## config.mk

```make
export PLATFORM = sky130hd
export DESIGN_NAME = axis_variable_slew
export DESIGN_NICKNAME = d
export VERILOG_FILES = /design/src/rtl/axis_variable_slew.sv
export SDC_FILE = /design/constraint.sdc
export NUM_CORES = 1
export LEC_CHECK = 0
export BUFFER_PORTS_ARGS = -buffer_cell sky130_fd_sc_hd__buf_2
export CAP_MARGIN = 20
export CORE_MARGIN = 1
export CORE_UTILIZATION = 65
export CTS_CLUSTER_DIAMETER = 200
export DETAILED_ROUTE_END_ITERATION = 8
export GPL_ROUTABILITY_DRIVEN = 1
export PLACE_DENSITY = 0.87
export SETUP_SLACK_MARGIN = 0.5
export SKIP_CTS_REPAIR_TIMING = 1
export SKIP_LAST_GASP = 1
export SLEW_MARGIN = 40
export SYNTH_ARGS = -nofsm -noshare
export SYNTH_HDL_FRONTEND = slang
export SYNTH_SLANG_ARGS = --single-unit
```

## constraint.sdc

```tcl
create_clock -name aclk -period 16.1 [get_ports aclk]
set_input_delay 1.61 -clock aclk [delete_from_list [all_inputs] [get_ports aclk]]
set_output_delay 1.61 -clock aclk [all_outputs]
set_load 0.03 [all_outputs]
```

## src/rtl/axis_variable_slew.sv

```systemverilog
// -----------------------------------------------------------------------------
// axis_variable_slew
//
// Slew-rate limiter for a signed setpoint carried on AXI4-Stream.
//
// A new target arrives on the slave stream. An internal "current" value then
// walks toward that target. It moves by at most cfg_step every cfg_div + 1
// clocks. Each new current value goes out as one beat on the master stream.
// Downstream backpressure pauses the walk, so no intermediate value is dropped.
//
// Parameters
//   AXIS_TDATA_WIDTH  setpoint/output width, two's-complement signed
//   STEP_WIDTH        cfg_step width, unsigned, <= AXIS_TDATA_WIDTH
//   DIV_WIDTH         cfg_div width and the width of the divider counter
//
// Ports
//   aclk            single clock for all logic
//   aresetn         asynchronous, active-low reset
//   cfg_step        maximum change per update (0 = jump straight to target)
//   cfg_div         update interval minus one, in clocks
//   s_axis_tdata    new target
//   s_axis_tvalid   target valid
//   s_axis_tready   high whenever out of reset (registered)
//   m_axis_tdata    current value (registered)
//   m_axis_tvalid   new current value pending
//   m_axis_tready   downstream accept
//   busy            high while a ramp is in progress
// -----------------------------------------------------------------------------
module axis_variable_slew #(
  parameter int AXIS_TDATA_WIDTH = 32,
  parameter int STEP_WIDTH       = 16,
  parameter int DIV_WIDTH        = 16
) (
  input  logic                        aclk,
  input  logic                        aresetn,
  input  logic [STEP_WIDTH-1:0]       cfg_step,
  input  logic [DIV_WIDTH-1:0]        cfg_div,
  input  logic [AXIS_TDATA_WIDTH-1:0] s_axis_tdata,
  input  logic                        s_axis_tvalid,
  output logic                        s_axis_tready,
  output logic [AXIS_TDATA_WIDTH-1:0] m_axis_tdata,
  output logic                        m_axis_tvalid,
  input  logic                        m_axis_tready,
  output logic                        busy
);

  localparam int W  = AXIS_TDATA_WIDTH;
  // One extra bit so that target - current never overflows, even between the
  // most positive and most negative setpoints.
  localparam int DW = AXIS_TDATA_WIDTH + 1;

  typedef enum logic {
    ST_IDLE = 1'b0,
    ST_RAMP = 1'b1
  } state_t;

  // ---------------------------------------------------------------------------
  // State
  // ---------------------------------------------------------------------------
  state_t               r_state;
  logic [W-1:0]         r_target;
  logic [W-1:0]         r_current;
  logic [DIV_WIDTH-1:0] r_cnt;
  logic                 r_out_valid;
  logic                 r_ready;

  state_t               w_state_next;
  logic [W-1:0]         w_target_next;
  logic [W-1:0]         w_current_next;
  logic [DIV_WIDTH-1:0] w_cnt_next;
  logic                 w_out_valid_next;

  // ---------------------------------------------------------------------------
  // Datapath helpers
  // ---------------------------------------------------------------------------
  logic                 w_accept;
  logic                 w_new_differs;
  logic                 w_div_done;
  logic                 w_tick;
  logic [DW-1:0]        w_diff;
  logic                 w_diff_neg;
  logic [DW-1:0]        w_diff_mag;
  logic [DW-1:0]        w_step_ext;
  logic                 w_within_step;
  logic [W-1:0]         w_step_w;
  logic [W-1:0]         w_stepped;

  assign w_accept      = s_axis_tvalid & r_ready;
  assign w_new_differs = (s_axis_tdata != r_current);

  // ">=" rather than "==" keeps the divider safe when cfg_div shrinks mid-ramp.
  // Without it, cnt could already be past the new limit and would then never
  // match it.
  assign w_div_done = (r_cnt >= cfg_div);

  // An update happens only when there is still distance to cover, the
  // interval has expired, and the output register is free or being drained
  // on this same edge.
  assign w_tick = (r_state == ST_RAMP) && (r_current != r_target) &&
                  w_div_done && (!r_out_valid || m_axis_tready);

  // Signed difference at W+1 bits, computed from sign-extended operands.
  assign w_diff     = {r_target[W-1], r_target} - {r_current[W-1], r_current};
  assign w_diff_neg = w_diff[DW-1];
  assign w_diff_mag = w_diff_neg ? (DW'(0) - w_diff) : w_diff;

  assign w_step_ext    = DW'(cfg_step);
  assign w_within_step = (cfg_step == '0) || (w_diff_mag <= w_step_ext);

  // Here the remaining distance is larger than the step. A single step
  // therefore lands strictly between current and target, so the result
  // cannot wrap at W bits.
  assign w_step_w  = W'(cfg_step);
  assign w_stepped = w_diff_neg ? (r_current - w_step_w) : (r_current + w_step_w);

  // ---------------------------------------------------------------------------
  // Next-state / next-value logic
  // ---------------------------------------------------------------------------
  always_comb begin
    w_state_next     = r_state;
    w_target_next    = r_target;
    w_current_next   = r_current;
    w_cnt_next       = r_cnt;
    w_out_valid_next = r_out_valid;

    // The last accepted target always wins, whatever the state.
    if (w_accept) begin
      w_target_next = s_axis_tdata;
    end

    // A beat is consumed here. A tick below may re-arm valid on the same
    // edge, which gives back-to-back beats.
    if (r_out_valid && m_axis_tready) begin
      w_out_valid_next = 1'b0;
    end

    case (r_state)
      ST_IDLE: begin
        if (w_accept && w_new_differs) begin
          w_state_next = ST_RAMP;
          w_cnt_next   = '0;
        end
      end

      ST_RAMP: begin
        if (w_tick) begin
          // The tick uses r_target. A target accepted on this same edge
          // takes effect from the next cycle.
          w_cnt_next       = '0;
          w_out_valid_next = 1'b1;
          w_current_next   = w_within_step ? r_target : w_stepped;
        end else begin
          if (!w_div_done) begin
            w_cnt_next = r_cnt + DIV_WIDTH'(1);
          end
          // The ramp is finished once current has met target. A fresh,
          // different target arriving on this edge keeps the ramp alive,
          // so that target is not dropped.
          if ((r_current == r_target) && !(w_accept && w_new_differs)) begin
            w_state_next = ST_IDLE;
          end
        end
      end

      default: begin
        w_state_next = ST_IDLE;
      end
    endcase
  end

  // ---------------------------------------------------------------------------
  // Registers
  // ---------------------------------------------------------------------------
  always_ff @(posedge aclk or negedge aresetn) begin
    if (!aresetn) begin
      r_state     <= ST_IDLE;
      r_target    <= '0;
      r_current   <= '0;
      r_cnt       <= '0;
      r_out_valid <= 1'b0;
      r_ready     <= 1'b0;
    end else begin
      r_state     <= w_state_next;
      r_target    <= w_target_next;
      r_current   <= w_current_next;
      r_cnt       <= w_cnt_next;
      r_out_valid <= w_out_valid_next;
      r_ready     <= 1'b1;
    end
  end

  // ---------------------------------------------------------------------------
  // Outputs
  // ---------------------------------------------------------------------------
  assign s_axis_tready = r_ready;
  assign m_axis_tdata  = r_current;
  assign m_axis_tvalid = r_out_valid;
  assign busy          = (r_state == ST_RAMP);

endmodule

```

==> results.py <==
metrics = {
    "run_status": {
        "status": "completed",
    },
    "clock_tree": {
        "cts_tree": "yes",
        "clk_path_buf_depth": 2,
        "clk_pin_slew_ns": 0.06,
        "clockRootBuffer": "clkbuf_16",
        "cts_made_buffers": 9,
        "clk_latency_ns": 0.35,
        "htreeDepth": 3,
        "cts_sinks": 83,
    },
    "finish": {
        "nNetsFinal": 1466,
        "fin_area_sq_um": 10710,
        "mostFrequentLayoutCells": "buf_2, nand2_1, ha_1",
        "antenna_cells": 0,
        "final_common_cell": "buf_2",
        "syn_to_final_growth_pct": 9.478,
        "final_cell_count_no_fill": 1486,
        "drive_gt1_frac": 0.1375,
    },
    "worst_setup_path": {
        "end_kind": "flop",
        "arrival_ns": 7.15,
        "start_kind": "flop",
        "crit_start": "m_axis_tdata[0]",
        "r2r_start": "m_axis_tdata[0]",
        "worstSetupPathType": "reg2reg",
        "cp_max_fo": 30,
        "required_ns": 16.33,
        "r2r_cells": 26,
    },
    "placed_design": {
        "numPlacedInstances": 1470,
        "hpwl_microns": 22180,
        "pre_cts_slack_ns": 9.301,
        "portBuffers": 102,
        "gp_congestion": 0.9880,
        "dpl-instance-area_sq_um": 10400,
    },
    "global_routing": {
        "grt_antenna_before_repair": 0,
        "grt_max_degree": 83,
        "grt_pass1_wl_microns": 45730,
        "grt_overflow": 0,
        "grtUsageTotal": 0.3664,
        "grt_pass1_vias": 9059,
    },
    "synth": {
        "yosys.area.top_type": "dfrtp_1",
        "ys.flop_type": "dfrtp_1",
        "synth-async-reset-ratio": 1.000,
        "synth_edf_count": 0,
        "synth_seq_area_share": 0.2123,
        "synth_top_area_frac": 0.2123,
        "syn-instance-count": 1222,
        "ys_warn_count": 0,
        "ys_ff_latch": 83,
        "yosysUniqueCellTypes": 83,
        "synthesis.nets": 1391,
        "syn_area_sq_um": 9782,
        "ys_top_cells_by_area": "dfrtp_1, ha_1, xnor2_1",
        "syn_avg_cell_area_sq_um": 8.005,
    },
    "sta": {
        "finalCritPeriodShare": 0.4298,
        "rsz0062_at_grt": "no",
        "hold_ws_ns": 0.5202,
        "max_slew_margin": 0.4820,
        "hold_viol": 0,
        "fin_crit_ns": 6.919,
        "setup_ws_ns": 9.181,
        "setup_viol": 0,
        "worst_clock_skew_ns": 0.006294,
        "final-max-slew-violation-count": 0,
        "fin_tns_setup_ns": 0,
        "fmax_mhz": 144.5,
        "worst_pin_slew_ns": 0.7751,
    },
    "die": {
        "fp.dieH_microns": 124.7,
        "core_sq_um": 14590,
        "start_util": 0.6705,
        "pin_count": 103,
        "design.die.area_sq_um": 15540,
        "fp.dieW_microns": 124.7,
        "num_rows": 44,
    },
    "route": {
        "drtAntennaViolNets": 0,
        "wl_per_cell_microns": 18.80,
        "drtIter0Drc": 928,
        "route.detailed.drc": 0,
        "totalWireLength_microns": 27930,
        "firstDrtPassIters": 5,
        "viasPerCell": 6.433,
        "dr_total_vias": 9559,
    },
    "pwr": {
        "vdd_drop_max_uv": 109.0,
        "p_leak_nw": 5.147,
        "power_density_nw_per_um2": 103.3,
    },
    "hold_path": {
        "holdCritStartpoint": "r_target[0]",
        "holdPathStages": 1,
        "min_path_type": "reg2reg",
    },
    "flow_run": {
        "cap_violations": 0,
    },
}
state kept, by name (all words and copies together), names as in the netlist:
name	flops
r_target	32
busy	1
m_axis_tvalid	1
r_cnt	16
s_axis_tready	1
m_axis_tdata	32
worst max-delay path, cell delays in order, from the launching register on:
cell       delay (ns)
dfrtp_1          0.43
ha_1             0.31
fa_1             0.43
nor2b_1          0.25
o211ai_1         0.17
a21oi_1          0.33
o21ai_2          0.18
o2111ai_1        0.32
o21a_1           0.18
buf_4            0.34
nand2_1          0.12
xnor2_1          0.18
ha_1             0.36
o21a_1           0.19
o21ai_0          0.12
a2111oi_0        0.52
o21ai_0          0.28
a211o_1          0.37
a31oi_1          0.14
nor2_1           0.09
o311ai_0         0.45
a21oi_1          0.21
nor2_1           0.19
a31oi_1          0.12
xor2_1           0.15
nor3_1           0.08
a221o_1          0.28
worst paths after layout:
kind / slack, ns / to
min in group asynchronous: 1.03 / r_target[2]
hold reg to reg: 0.52 / r_target[0]
max in group asynchronous: 14.24 / r_target[20]
setup / recovery: 9.18 / m_axis_tdata[27]
hold / removal: 0.52 / r_target[0]
setup reg to reg: 9.18 / m_axis_tdata[27]
through the flow:
step,utilization,power [mW]
2_1_floorplan,-,0.7318
3_3_place_gp,0.7126,0.8644
3_5_place_dp,0.7130,0.8814
4_1_cts,0.7335,1.096
5_1_grt,0.7340,1.184
6_report,0.7340,1.106
per-layer routing:
layer,routed length [microns],share of wire,up-vias,global-route usage
met3,2341,0.084,82,0.06014
met4,1093,0.039,0,0.1566
li1,-,-,4596,-
met2,12460,0.45,428,0.5775
met1,12040,0.43,4453,0.4961
met5,0,0,-,0
where the power goes:
group,internal [mW],switching [mW],leakage [nW],total (mW)
Combinational,0.256,0.367,3.94,0.623
Sequential,0.234,0.0365,1.06,0.271
Clock,0.122,0.0901,0.140,0.212
Total,0.612,0.493,5.15,1.11
synth_stat cells (16+ instances only):
cell type	instances
o21a_1	16
xnor2_1	83
nand3_1	28
inv_1	87
nor2_1	93
o21ai_1	33
a21oi_1	79
ha_1	99
mux2i_1	38
xor2_1	33
nand4_1	33
nand2_1	100
nor3_1	23
a21o_1	48
mux2_2	34
clkbuf_1	24
dfrtp_1	83
o21ai_0	57
final cells by class:
class / instances / area [sq um]
multi-input cells: 1007 / 7207
fillers: 1094 / 3880
flip-flops and latches: 83 / 2077
repair buffers: 108 / 564.3
inverters: 88 / 330.3
well taps: 184 / 230.2
clock buffers: 10 / 229.0
clock inverters: 6 / 71.32
logic make-up after synthesis:
| group | share of synthesized area |
|---|---|
| multiplexers | 0.07918 |
| buffers and inverters | 0.05321 |
| adder cells (fa/ha/maj) | 0.1307 |
| AND/OR/NAND/NOR | 0.1917 |
| flip-flops | 0.2123 |
| XOR/XNOR | 0.1039 |
| AO/OA/AOI/OAI | 0.2286 |
| other | 0.0003834 |
Power figures use the tool's default switching activity.
